**config.mk**
```make
export PLATFORM = sky130hd
export DESIGN_NAME = keypad_scan_ctrl
export DESIGN_NICKNAME = d
export VERILOG_FILES = /design/src/rtl/keypad_scan_ctrl_pkg.sv /design/src/rtl/keypad_scan_ctrl_debounce.sv /design/src/rtl/keypad_scan_ctrl.sv
export SDC_FILE = /design/constraint.sdc
export NUM_CORES = 1
export LEC_CHECK = 0
export ABC_CLOCK_PERIOD_IN_PS = 2400
export BUFFER_PORTS_ARGS = -buffer_cell sky130_fd_sc_hd__clkbuf_2
export CORE_MARGIN = 4
export CORE_UTILIZATION = 45
export CTS_BUF_LIST = sky130_fd_sc_hd__clkbuf_16
export CTS_CLUSTER_DIAMETER = 40
export DETAILED_ROUTE_END_ITERATION = 16
export PLACE_DENSITY = 0.73
export SETUP_SLACK_MARGIN = 0.15
export SLEW_MARGIN = 20
export SYNTH_ARGS = -nofsm -noshare
export SYNTH_HDL_FRONTEND = slang
export SYNTH_SLANG_ARGS = --single-unit
```
**constraint.sdc**
```tcl
create_clock -name hwclk -period 2.4 [get_ports hwclk]
set_input_delay 0.24 -clock hwclk [delete_from_list [all_inputs] [get_ports hwclk]]
set_output_delay 0.24 -clock hwclk [all_outputs]
set_load 0.02 [all_outputs]
```
**src/rtl/keypad_scan_ctrl_pkg.sv**
```systemverilog
// Shared definitions for the 4x4 keypad scanner: geometry, key codes,
// default timing, scan FSM states and key-bitmap helper functions.
package keypad_scan_ctrl_pkg;

    localparam int NUM_ROWS = 4;
    localparam int NUM_COLS = 4;
    localparam int NUM_KEYS = NUM_ROWS * NUM_COLS;

    // Dwell per row in hwclk cycles (1 ms at 12 MHz) and frames of agreement.
    localparam int DEFAULT_SCAN_DIV       = 12000;
    localparam int DEFAULT_DEBOUNCE_SCANS = 4;

    // Key codes: row*4 + col.
    localparam logic [3:0] KEY_0 = 4'h0;
    localparam logic [3:0] KEY_1 = 4'h1;
    localparam logic [3:0] KEY_2 = 4'h2;
    localparam logic [3:0] KEY_3 = 4'h3;
    localparam logic [3:0] KEY_4 = 4'h4;
    localparam logic [3:0] KEY_5 = 4'h5;
    localparam logic [3:0] KEY_6 = 4'h6;
    localparam logic [3:0] KEY_7 = 4'h7;
    localparam logic [3:0] KEY_8 = 4'h8;
    localparam logic [3:0] KEY_9 = 4'h9;
    localparam logic [3:0] KEY_A = 4'hA;
    localparam logic [3:0] KEY_B = 4'hB;
    localparam logic [3:0] KEY_C = 4'hC;
    localparam logic [3:0] KEY_D = 4'hD;
    localparam logic [3:0] KEY_E = 4'hE;
    localparam logic [3:0] KEY_F = 4'hF;

    typedef enum logic [0:0] {
        ST_DRIVE  = 1'b0,
        ST_SAMPLE = 1'b1
    } scan_state_t;

    // True when exactly one key is down in the bitmap.
    function automatic logic single_key(input logic [15:0] keys);
        return (keys != 16'h0000) && ((keys & (keys - 16'h0001)) == 16'h0000);
    endfunction

    // Index of the highest set bit; meaningful when single_key() holds.
    function automatic logic [3:0] key_index(input logic [15:0] keys);
        logic [3:0] idx;
        idx = KEY_0;
        for (int i = 0; i < 16; i++) begin
            if (keys[i]) begin
                idx = 4'(i);
            end
        end
        return idx;
    endfunction

endpackage

```
**src/rtl/keypad_scan_ctrl_debounce.sv**
```systemverilog
// Whole-keypad debouncer: a new snapshot is accepted only after it has been
// seen in DEBOUNCE_SCANS consecutive frames; a one-cycle strobe marks the update.
module keypad_debounce
    import keypad_scan_ctrl_pkg::*;
#(
    parameter int DEBOUNCE_SCANS = DEFAULT_DEBOUNCE_SCANS
) (
    input  logic                clk,
    input  logic                rst,
    input  logic [NUM_KEYS-1:0] snapshot,
    input  logic                frame_done,
    output logic [NUM_KEYS-1:0] key_state,
    output logic                update
);

    localparam int SW = $clog2(DEBOUNCE_SCANS);
    localparam logic [SW-1:0] STABLE_MAX = SW'(DEBOUNCE_SCANS - 1);
    localparam logic [SW-1:0] STABLE_PRE = SW'(DEBOUNCE_SCANS - 2);

    logic [NUM_KEYS-1:0] prev_snap_r;
    logic [NUM_KEYS-1:0] key_state_r;
    logic [SW-1:0]       stable_cnt_r;
    logic                update_r;

    // Compare each finished frame with the previous one; commit once the agreement count reaches its top.
    always_ff @(posedge clk) begin
        if (rst) begin
            prev_snap_r  <= {NUM_KEYS{1'b0}};
            key_state_r  <= {NUM_KEYS{1'b0}};
            stable_cnt_r <= {SW{1'b0}};
            update_r     <= 1'b0;
        end else begin
            update_r <= 1'b0;
            if (frame_done) begin
                prev_snap_r <= snapshot;
                if (snapshot == prev_snap_r) begin
                    if (stable_cnt_r != STABLE_MAX) begin
                        stable_cnt_r <= stable_cnt_r + SW'(1);
                    end
                    // Only the step into saturation commits; saturated frames stay quiet.
                    if (stable_cnt_r == STABLE_PRE) begin
                        key_state_r <= snapshot;
                        update_r    <= 1'b1;
                    end
                end else begin
                    stable_cnt_r <= {SW{1'b0}};
                end
            end
        end
    end

    assign key_state = key_state_r;
    assign update    = update_r;

endmodule

```
**src/rtl/keypad_scan_ctrl.sv**
```systemverilog
// 4x4 keypad row scanner: drives one row low at a time, samples the columns
// through a 2-flop synchronizer, debounces full-frame snapshots and emits a
// one-cycle strobe with the key code for each clean single-key press.
module keypad_scan_ctrl
    import keypad_scan_ctrl_pkg::*;
#(
    parameter int SCAN_DIV       = DEFAULT_SCAN_DIV,
    parameter int DEBOUNCE_SCANS = DEFAULT_DEBOUNCE_SCANS
) (
    input  logic                hwclk,
    input  logic                rst,
    output logic [3:0]          keypad_r,
    input  logic [3:0]          keypad_c,
    output logic                key_valid,
    output logic [3:0]          key_code,
    output logic                key_held,
    output logic [NUM_KEYS-1:0] key_state
);

    localparam int DW = $clog2(SCAN_DIV + 1);
    localparam logic [DW-1:0] DWELL_LAST = DW'(SCAN_DIV - 1);

    scan_state_t         state_r;
    logic [1:0]          row_r;
    logic [DW-1:0]       dwell_r;
    logic [3:0]          row_drive_r;
    logic [NUM_KEYS-1:0] snapshot_r;
    logic                frame_done_r;
    logic [3:0]          col_meta_r;
    logic [3:0]          col_sync_r;
    logic                key_valid_r;
    logic [3:0]          key_code_r;
    logic                key_held_r;
    logic [NUM_KEYS-1:0] key_state_s;
    logic                update_s;

    // Two-stage synchronizer for the asynchronous column pads (idle high).
    always_ff @(posedge hwclk) begin
        if (rst) begin
            col_meta_r <= 4'b1111;
            col_sync_r <= 4'b1111;
        end else begin
            col_meta_r <= keypad_c;
            col_sync_r <= col_meta_r;
        end
    end

    // Scan FSM: dwell on each row, then sample its columns for one cycle and advance.
    always_ff @(posedge hwclk) begin
        if (rst) begin
            state_r      <= ST_DRIVE;
            row_r        <= 2'd0;
            dwell_r      <= {DW{1'b0}};
            row_drive_r  <= 4'b1110;
            snapshot_r   <= {NUM_KEYS{1'b0}};
            frame_done_r <= 1'b0;
        end else begin
            frame_done_r <= 1'b0;
            case (state_r)
                ST_DRIVE: begin
                    dwell_r <= dwell_r + DW'(1);
                    if (dwell_r == DWELL_LAST) begin
                        state_r <= ST_SAMPLE;
                    end else begin
                        state_r <= ST_DRIVE;
                    end
                end
                ST_SAMPLE: begin
                    snapshot_r[{row_r, 2'b00} +: 4] <= ~col_sync_r;
                    dwell_r      <= {DW{1'b0}};
                    // 2-bit row wraps from 3 back to 0 at the end of a frame.
                    row_r        <= row_r + 2'd1;
                    row_drive_r  <= ~(4'b0001 << (row_r + 2'd1));
                    frame_done_r <= (row_r == 2'd3);
                    state_r      <= ST_DRIVE;
                end
                default: begin
                    state_r <= ST_DRIVE;
                    dwell_r <= {DW{1'b0}};
                end
            endcase
        end
    end

    keypad_debounce #(
        .DEBOUNCE_SCANS (DEBOUNCE_SCANS)
    ) u_debounce (
        .clk        (hwclk),
        .rst        (rst),
        .snapshot   (snapshot_r),
        .frame_done (frame_done_r),
        .key_state  (key_state_s),
        .update     (update_s)
    );

    // Press-event encoder; key_held lags key_state by one cycle, so during the
    // update strobe it still describes the state before the update.
    always_ff @(posedge hwclk) begin
        if (rst) begin
            key_valid_r <= 1'b0;
            key_code_r  <= KEY_0;
            key_held_r  <= 1'b0;
        end else begin
            key_held_r <= (key_state_s != {NUM_KEYS{1'b0}});
            if (update_s && !key_held_r && single_key(key_state_s)) begin
                key_valid_r <= 1'b1;
                key_code_r  <= key_index(key_state_s);
            end else begin
                key_valid_r <= 1'b0;
            end
        end
    end

    assign keypad_r  = row_drive_r;
    assign key_valid = key_valid_r;
    assign key_code  = key_code_r;
    assign key_held  = key_held_r;
    assign key_state = key_state_s;

endmodule

```
==> results_tabular.tex, run 1 <==
\begin{tabular}{lr}
\hline
Metric & Value \\
\hline
\multicolumn{2}{l}{\textbf{Status}} \\
\quad Result of the run & complete, no violations \\
\multicolumn{2}{l}{\textbf{Critical path}} \\
\quad Critical-path top delay cell & sky130\_fd\_sc\_hd\_\_nor4\_2 \\
\quad Largest delay contributor family on the critical path & simple AND/OR/NAND/NOR gates \\
\quad Required time of the worst setup path & $\sim$2600 ps \\
\quad Critical Path, Cell by Cell & nor4\_2, nand4\_1, a22oi\_1, and3\_4, a311oi\_2 \\
\quad Class of the most critical setup path & reg -> reg \\
\quad Count of buffer and inverter cells on the critical path & 0 \\
\quad Worst path max stage delay & $\sim$510 ps \\
\quad Endpoint type of the worst setup path & register \\
\quad Maximum fanout encountered on the critical timing path & 7 \\
\quad Worst setup SP type & register \\
\quad Arrival @ worst endpoint & $\sim$2200 ps \\
\multicolumn{2}{l}{\textbf{Worst hold path}} \\
\quad Path class of the lowest-slack min-delay path & in -> reg \\
\multicolumn{2}{l}{\textbf{Timing}} \\
\quad Final hold viol count & 0 \\
\quad Setup tns final & 0 ps \\
\quad Achievable frequency & $\sim$0.5 GHz \\
\quad Final setup violation count & 0 \\
\quad RSZ-0062 raised after global routing & false \\
\quad Relative max-transition margin & 0.519 \\
\quad Minimum clock period after layout & roughly 2000 ps \\
\quad Slew of the pin with the lowest slew margin & 722 ps \\
\quad Worst setup skew after layout & $\sim$9 ps \\
\quad Max-slew violation total from the final report & 0 \\
\quad Tcrit/Tclk final & 0.844 \\
\multicolumn{2}{l}{\textbf{Layout}} \\
\quad Layout Area Growth over Synthesis & 14.8\% \\
\quad Fin util & 0.530 \\
\quad Total inserted antenna cells & 0 \\
\quad Most used cells in the layout excluding fill and tap cells & sky130\_fd\_sc\_hd\_\_dfxtp\_1 (87), sky130\_fd\_sc\_hd\_\_nor2\_1 (71), sky130\_fd\_sc\_hd\_\_a21oi\_1 (31), sky130\_fd\_sc\_hd\_\_clkbuf\_2 (31), sky130\_fd\_sc\_hd\_\_xor2\_1 (23) \\
\quad Share of post-route cells with drive strength above 1 & 0.160 \\
\quad Post-layout net count & $\sim$470 \\
\quad Filler cell count in the final layout & $\sim$760 \\
\quad Most frequent standard cell in the layout excluding fill and tap cells & sky130\_fd\_sc\_hd\_\_dfxtp\_1 \\
\multicolumn{2}{l}{\textbf{Placed design}} \\
\quad Count of input and output buffers & 31 \\
\quad Post-detailed-placement half-perimeter wirelength & roughly 5400 um \\
\quad Gpl congestion & approximately 0.83 \\
\multicolumn{2}{l}{\textbf{Detailed routing}} \\
\quad Number of vias in the routed layout & a little over 3000 \\
\quad Detailed-route wire length per cell & between 10 and 15 um \\
\quad DRC violation total after the first TritonRoute iteration & approximately 180 \\
\quad Number of nets still failing antenna checks after routing & 0 \\
\quad Final wirelength & between 7000 and 8000 um \\
\quad Total DRC errors in the routed layout & 0 \\
\quad Via/cell ratio & 5.40 \\
\quad Number of optimization iterations in the first detailed-route pass & 5 \\
\multicolumn{2}{l}{\textbf{Synthesis}} \\
\quad Total of flip-flops plus latches after synthesis & 87 \\
\quad Post-Synthesis Cells & around 430 \\
\quad Area of the mapped netlist & 0.00379 mm\^{}2 \\
\quad Library cell with the largest summed area after synthesis & sky130\_fd\_sc\_hd\_\_dfxtp\_1 \\
\quad Avg Cell Area, Syn & about 8.9 um\^{}2 \\
\quad Top cells by area in the synthesized netlist & sky130\_fd\_sc\_hd\_\_dfxtp\_1 (46\%), sky130\_fd\_sc\_hd\_\_nor2\_1 (7.0\%), sky130\_fd\_sc\_hd\_\_xor2\_1 (5.3\%) \\
\quad Count of cell types in the netlist & 50 \\
\quad Post-synthesis async set-or-reset flop share & 0 \\
\quad Yosys top cell area share & 0.459 \\
\quad Number of enable-type register cells in the synthesized netlist & 0 \\
\quad Number of warnings printed during yosys synthesis & 0 \\
\quad Most instantiated flip-flop cell in the synthesis netlist & sky130\_fd\_sc\_hd\_\_dfxtp\_1 \\
\quad Fraction of the yosys area taken by sequential cells & 0.459 \\
\quad Number of nets in the synthesized netlist & roughly 440 \\
\multicolumn{2}{l}{\textbf{Floorplanning}} \\
\quad Height of the die & between 90 and 100 um \\
\quad Core area & roughly 0.0082 mm\^{}2 \\
\quad Horizontal die dimension & 99.8 um \\
\quad Total Die Area & between 0.009 and 0.01 mm\^{}2 \\
\quad Cell row count & 33 \\
\quad Total I/O pin count & 32 \\
\quad Initial core utilization & 0.462 \\
\multicolumn{2}{l}{\textbf{Global route}} \\
\quad Number of antenna violations at the first check in global routing & 0 \\
\quad Total gr overflow & 0 \\
\quad Wire length of the first global-routing pass & between 10000 and 15000 um \\
\quad Largest net degree at the start of global routing & 74 \\
\quad GRT Overall Usage & 0.166 \\
\quad Number of global-route vias before repair & roughly 2900 \\
\multicolumn{2}{l}{\textbf{Clocking}} \\
\quad H-tree depth & 3 \\
\quad TritonCTS clock tree & done \\
\quad Buffers inserted by post-CTS timing repair & 0 \\
\quad Hold Buf Count CTS & 0 \\
\quad Cts bufs inserted & 9 \\
\quad Sink count of the clock tree & between 80 and 90 \\
\quad Cell chosen for the clock root & sky130\_fd\_sc\_hd\_\_clkbuf\_16 \\
\quad Bufs on Longest Clock Path & 2 \\
\quad Clock input transition at the sequential cells of the worst setup and hold paths & approximately 70 ps \\
\quad Post-CTS Resized & 0 \\
\quad Clock network latency to the later pin of the worst-skew pair & 340 ps \\
\multicolumn{2}{l}{\textbf{Pwr}} \\
\quad Power density over the cells & 684 mW/mm\^{}2 \\
\quad Maximum vdd drop & between 0.5 and 0.6 mV \\
\quad Reported leakage power & 1.72 nW \\
\multicolumn{2}{l}{\textbf{Job}} \\
\quad Count of max-cap constraint violations & 0 \\
\hline
\end{tabular}
[where the power goes]
part | total, W | internal [W] | switching, W
Clock | 0.00148 | 0.000841 | 0.000637
Sequential | 0.00146 | 0.00145 | 0.00000755
Combinational | 0.0000409 | 0.0000143 | 0.0000266
Total | 0.00298 | 0.00231 | 0.000671
[layer usage]
metal / vias to the layer above / routed length [um] / global-route usage
met5: - / 0 / 0
met4: 0 / 134 / 0.0578
met3: 10 / 341 / 0.0479
met2: 59 / 3550 / 0.262
met1: 1422 / 3760 / 0.218
li1: 1536 / - / -
[registers in the layout, indices dropped and copies added, names as in the netlist, 2 cells and up]
register / count
keypad_r: 4
dwell_r: 14
u_debounce.key_state: 16
snapshot_r: 16
col_sync_r: 4
u_debounce.stable_cnt_r: 2
u_debounce.prev_snap_r: 16
row_r: 2
col_meta_r: 4
key_code: 4
[kinds of logic after synthesis]
family,after synthesis,synth area share
and+or+nand+nor,168,0.231
DFF,87,0.459
AOI/OAI and AO/OA,82,0.133
buffers and inverters,33,0.0336
xor gates and xnor gates,29,0.0670
muxes,17,0.0449
adders and majority gates,10,0.0323
[cells in the mapped netlist, types with 8 or more instances]
| library cell | number |
|---|---|
| sky130_fd_sc_hd__mux2i_1 | 17 |
| sky130_fd_sc_hd__clkbuf_1 | 17 |
| sky130_fd_sc_hd__nor2_1 | 71 |
| sky130_fd_sc_hd__dfxtp_1 | 87 |
| sky130_fd_sc_hd__xor2_1 | 23 |
| sky130_fd_sc_hd__nand3_1 | 22 |
| sky130_fd_sc_hd__nand2_1 | 14 |
| sky130_fd_sc_hd__or2_2 | 9 |
| sky130_fd_sc_hd__inv_1 | 11 |
| sky130_fd_sc_hd__ha_1 | 9 |
| sky130_fd_sc_hd__o21ai_0 | 20 |
| sky130_fd_sc_hd__nor4_1 | 8 |
| sky130_fd_sc_hd__a21oi_1 | 31 |
[path summary, 6_finish.rpt]
kind | startpoint | cells after the start | slack [ps] | to
setup / recovery | u_debounce.key_state[1] | 5 | 370 | key_code[1]
hold / removal | keypad_c[1] | 2 | 70 | col_meta_r[1]
hold reg to reg | col_meta_r[2] | 1 | 410 | col_sync_r[2]
setup reg to reg | u_debounce.key_state[1] | 5 | 370 | key_code[1]
[final cells by class]
class                   count  area (um^2)  share of cell area
multi-input cells         306         1920               0.442
flip-flops and latches     87         1740               0.400
clock buffers               9          225              0.0517
repair buffers             36          193              0.0442
well taps                 105          131              0.0302
clock inverters             7          100              0.0230
inverters                  11         41.3             0.00948
[stage by stage]
step / std cells / area [um^2] / power [W] / setup slack (ps) / hold WS [ps]
finish: 561 / 4360 / 0.00298 / 375 / 71.4
global route: 561 / 4360 / 0.00309 / 221 / 64.5
CTS: 561 / 4360 / 0.00302 / 409 / 61.5
detailed placement: 545 / 4030 / 0.00154 / 416 / 394
global placement: 545 / 4030 / 0.00153 / 459 / 391
floorplan: 426 / 3790 / 0.00152 / 511 / 344
[worst reg2reg max path: stages (launching register included)]
cell	delay (ps)
sky130_fd_sc_hd__dfxtp_1	380
sky130_fd_sc_hd__nor4_2	510
sky130_fd_sc_hd__nand4_1	160
sky130_fd_sc_hd__a22oi_1	420
sky130_fd_sc_hd__and3_4	310
sky130_fd_sc_hd__a311oi_2	90
(Power assumes the default switching activity.)
==> run 2: changes to the inputs <==
--- a/config.mk
+++ b/config.mk
@@ -5,7 +5,8 @@
 export SDC_FILE = /design/constraint.sdc
 export NUM_CORES = 1
 export LEC_CHECK = 0
-export ABC_CLOCK_PERIOD_IN_PS = 2400
+export ABC_AREA = 1
+export ABC_CLOCK_PERIOD_IN_PS = 1900
 export BUFFER_PORTS_ARGS = -buffer_cell sky130_fd_sc_hd__clkbuf_2
 export CORE_MARGIN = 4
 export CORE_UTILIZATION = 45
==> constraint.sdc (replaced) <==
create_clock -name hwclk -period 1.9 [get_ports hwclk]
set_input_delay 0.19 -clock hwclk [delete_from_list [all_inputs] [get_ports hwclk]]
set_output_delay 0.19 -clock hwclk [all_outputs]
set_load 0.02 [all_outputs]
==> run 2 against run 1 <==
Clock power is 24% higher; sequential share of layout area shrank 1.5 points; total power grew 26%; die area increased by 2.4%; worst hold slack worse by 42 ps; largest cell class unchanged; non-clock buffer count up 3; flip-flop and latch count unchanged; critical path depth rose by 3.
==> results_tabular.tex, run 2 <==
\begin{tabular}{lr}
\hline
Metric & Value \\
\hline
\multicolumn{2}{l}{\textbf{Detailed routing}} \\
\quad Detailed-route wire length per cell & 12.2 um (-12\%) \\
\quad Final wirelength & 8220 um (+5.5\%) \\
\quad Number of nets still failing antenna checks after routing & 0 (unchanged) \\
\quad Via/cell ratio & 5.03 (-6.8\%) \\
\quad DRC violation total after the first TritonRoute iteration & 143 (-19\%) \\
\quad Number of vias in the routed layout & 3395 (+12\%) \\
\quad Number of optimization iterations in the first detailed-route pass & 4 (-1) \\
\quad Total DRC errors in the routed layout & 0 (unchanged) \\
\multicolumn{2}{l}{\textbf{Synthesis}} \\
\quad Cell with the most instances after synthesis & sky130\_fd\_sc\_hd\_\_nand2\_1 \\
\quad Most frequent cells after synthesis & sky130\_fd\_sc\_hd\_\_nand2\_1 (118), sky130\_fd\_sc\_hd\_\_nor2\_1 (104), sky130\_fd\_sc\_hd\_\_dfxtp\_1 (87) \\
\quad Fraction of the yosys area taken by sequential cells & 0.447 (-0.0117) \\
\quad Area of the mapped netlist & 0.00389 mm\^{}2 (+2.6\%) \\
\quad Simple-Gate Fraction of Synth Area & 0.288 (+0.0575) \\
\quad Yosys top cell area share & 0.447 (-0.0117) \\
\quad Post-synthesis async set-or-reset flop share & 0 (unchanged) \\
\quad Most instantiated flip-flop cell in the synthesis netlist & sky130\_fd\_sc\_hd\_\_dfxtp\_1 \\
\quad Count of cell types in the netlist & 33 (-34\%) \\
\quad Synthesized-area fraction occupied by xor and xnor cells & 0.0428 (-0.0242) \\
\quad Top cells by area in the synthesized netlist & sky130\_fd\_sc\_hd\_\_dfxtp\_1 (45\%), sky130\_fd\_sc\_hd\_\_nand2\_1 (11\%), sky130\_fd\_sc\_hd\_\_nor2\_1 (10\%) \\
\quad Number of warnings printed during yosys synthesis & 0 (unchanged) \\
\quad Synth Area in Compound Gates & 0.128 (-0.00465) \\
\quad Total of flip-flops plus latches after synthesis & 87 (unchanged) \\
\quad Post-Synthesis Cells & 531 (+25\%) \\
\quad Avg Cell Area, Syn & 7.33 um\^{}2 (-18\%) \\
\quad Number of nets in the synthesized netlist & 546 (+24\%) \\
\quad Share of synthesized area spent on multiplexers & 0 (-0.0449) \\
\quad Largest family of logic cells by synthesized area & simple AND/OR/NAND/NOR gates \\
\quad Number of enable-type register cells in the synthesized netlist & 0 (unchanged) \\
\quad Library cell with the largest summed area after synthesis & sky130\_fd\_sc\_hd\_\_dfxtp\_1 \\
\quad Fraction of the mapped netlist area in adder cells & 0.0289 (-0.00339) \\
\multicolumn{2}{l}{\textbf{Critical path}} \\
\quad Arrival @ worst endpoint & 1920 ps (-300 ps) \\
\quad Maximum fanout encountered on the critical timing path & 12 (+5) \\
\quad Endpoint type of the worst setup path & register \\
\quad Required time of the worst setup path & 2160 ps (-440 ps) \\
\quad Worst setup SP type & register \\
\quad Class of the most critical setup path & reg -> reg \\
\multicolumn{2}{l}{\textbf{Clocking}} \\
\quad Clock network latency to the later pin of the worst-skew pair & 340 ps (about the same) \\
\quad H-tree depth & 3 (unchanged) \\
\quad Bufs on Longest Clock Path & 2 (unchanged) \\
\quad Cts bufs inserted & 9 (unchanged) \\
\quad Sink count of the clock tree & 87 (unchanged) \\
\quad TritonCTS clock tree & done \\
\quad Clock input transition at the sequential cells of the worst setup and hold paths & 60 ps (about the same) \\
\quad Cell chosen for the clock root & sky130\_fd\_sc\_hd\_\_clkbuf\_16 \\
\multicolumn{2}{l}{\textbf{Timing}} \\
\quad Achievable frequency & 0.602 GHz (+22\%) \\
\quad Relative max-transition margin & 0.685 (+0.166) \\
\quad Max-slew violation total from the final report & 0 (unchanged) \\
\quad Final hold viol count & 0 (unchanged) \\
\quad RSZ-0062 raised after global routing & false \\
\quad Slew of the pin with the lowest slew margin & 472 ps (-249 ps) \\
\quad Final setup violation count & 0 (unchanged) \\
\quad Minimum clock period after layout & 1660 ps (-364 ps) \\
\quad Setup tns final & 0 ps (unchanged) \\
\quad Tcrit/Tclk final & 0.874 (+0.0305) \\
\quad Worst setup skew after layout & 6.15 ps (-2.88 ps) \\
\multicolumn{2}{l}{\textbf{Layout}} \\
\quad Post-layout net count & 580 (+24\%) \\
\quad Share of post-route cells with drive strength above 1 & 0.160 (-0.000439) \\
\quad Total inserted antenna cells & 0 (unchanged) \\
\quad Layout Area Growth over Synthesis & 16.5\% \\
\quad Most used cells in the layout excluding fill and tap cells & sky130\_fd\_sc\_hd\_\_nand2\_1 (117), sky130\_fd\_sc\_hd\_\_nor2\_1 (99), sky130\_fd\_sc\_hd\_\_dfxtp\_1 (85) \\
\quad Filler cell count in the final layout & 755 (-1.0\%) \\
\quad Most frequent standard cell in the layout excluding fill and tap cells & sky130\_fd\_sc\_hd\_\_nand2\_1 \\
\quad Fin util & 0.547 (+0.0163) \\
\multicolumn{2}{l}{\textbf{Status}} \\
\quad Result of the run & complete, no violations \\
\multicolumn{2}{l}{\textbf{Floorplanning}} \\
\quad Cell row count & 33 (unchanged) \\
\quad Total Die Area & 0.0102 mm\^{}2 (+2.4\%) \\
\quad Core area & 0.00830 mm\^{}2 (+1.0\%) \\
\quad Initial core utilization & 0.469 (+0.00732) \\
\quad Total I/O pin count & 32 (unchanged) \\
\quad Horizontal die dimension & 101 um (+1.2\%) \\
\quad Height of the die & 101 um (+1.2\%) \\
\multicolumn{2}{l}{\textbf{Global route}} \\
\quad GRT Overall Usage & 0.172 (+0.00553) \\
\quad Wire length of the first global-routing pass & 14200 um (+5.1\%) \\
\quad Total gr overflow & 0 (unchanged) \\
\quad Number of global-route vias before repair & 3203 (+12\%) \\
\quad Number of antenna violations at the first check in global routing & 0 (unchanged) \\
\quad Largest net degree at the start of global routing & 27 (-64\%) \\
\multicolumn{2}{l}{\textbf{Placed design}} \\
\quad Count of input and output buffers & 31 (unchanged) \\
\quad Post-detailed-placement half-perimeter wirelength & 6010 um (+11\%) \\
\quad Gpl congestion & 0.883 (+6.0\%) \\
\multicolumn{2}{l}{\textbf{Pwr}} \\
\quad Maximum vdd drop & 0.606 mV (+15\%) \\
\quad Reported leakage power & 2.10 nW (+22\%) \\
\quad Power density over the cells & 826 mW/mm\^{}2 (+21\%) \\
\multicolumn{2}{l}{\textbf{Job}} \\
\quad Count of max-cap constraint violations & 0 (unchanged) \\
\multicolumn{2}{l}{\textbf{Worst hold path}} \\
\quad Path class of the lowest-slack min-delay path & in -> reg \\
\hline
\end{tabular}
[run 2: logic make-up (layout without fill, tap and decap cells)]
kind of cell | Yosys count | count (layout)
AOI/OAI and AO/OA | 85 | 85
xor gates and xnor gates | 19 | 19
adders and majority gates | 9 | 9
buffers and inverters | 65 | 104
DFF | 87 | 87
and+or+nand+nor | 266 | 266
[run 2: cell type report]
type,count,area [um^2],share of cell area
tap,105,131,0.0290
clock buffer,9,225,0.0497
clock inverter,7,88.8,0.0196
sequential,87,1740,0.385
inverter,49,184,0.0406
multi-input combinational,379,1930,0.426
timing repair buffer,39,228,0.0502
[run 2: power breakdown]
part / leakage [nW] / switching, W / internal (W)
logic: 1.23 / 0.0000413 / 0.0000211
registers: 0.704 / 0.00000579 / 0.00184
clock network: 0.164 / 0.000693 / 0.00115
[run 2: per-layer routing]
layer,vias to the layer above,part of all wire,track usage
li1,1756,-,-
met5,-,0,0
met2,77,0.47,0.293
met1,1546,0.46,0.209
met4,0,0.022,0.0562
met3,16,0.049,0.0478
[run 2: per-stage QoR]
stage	total power (W)	std cells	worst slack (ps)	area (um^2)	hold WS [ps]
finish	0.00374	675	239	4540	29.8
global route	0.00387	675	136	4540	29.3
CTS	0.00377	674	186	4490	24.0
detailed placement	0.00195	658	205	4180	375
global placement	0.00195	658	295	4180	375
floorplan	0.00193	531	251	3890	294
[run 2: path summary, 6_finish.rpt]
| path | startpoint | to | slack (ps) | depth (start not counted) |
|---|---|---|---|---|
| max | snapshot_r[4] | u_debounce.key_state[4] | 240 | 8 |
| min | keypad_c[1] | col_meta_r[1] | 30 | 2 |
| max reg2reg | snapshot_r[4] | u_debounce.key_state[4] | 240 | 8 |
| min reg2reg | col_meta_r[3] | col_sync_r[3] | 410 | 1 |
[run 2: what timing repair did]
action                                  4_1_cts  5_1_grt
hold buffers                                  0        0
setup buffers                                 0        1
endpoints found under the setup margin        0       21
resized for setup                             0       11
[run 2: worst max-delay path, cell delays in order, from the launching register on]
cell                      delay (ps)
sky130_fd_sc_hd__dfxtp_1         460
sky130_fd_sc_hd__xnor2_2         160
sky130_fd_sc_hd__nand2_1          90
sky130_fd_sc_hd__nor2_2          100
sky130_fd_sc_hd__nand3_2         100
sky130_fd_sc_hd__nor3_4          320
sky130_fd_sc_hd__buf_12          170
sky130_fd_sc_hd__nand2_1          50
sky130_fd_sc_hd__a21oi_1         130
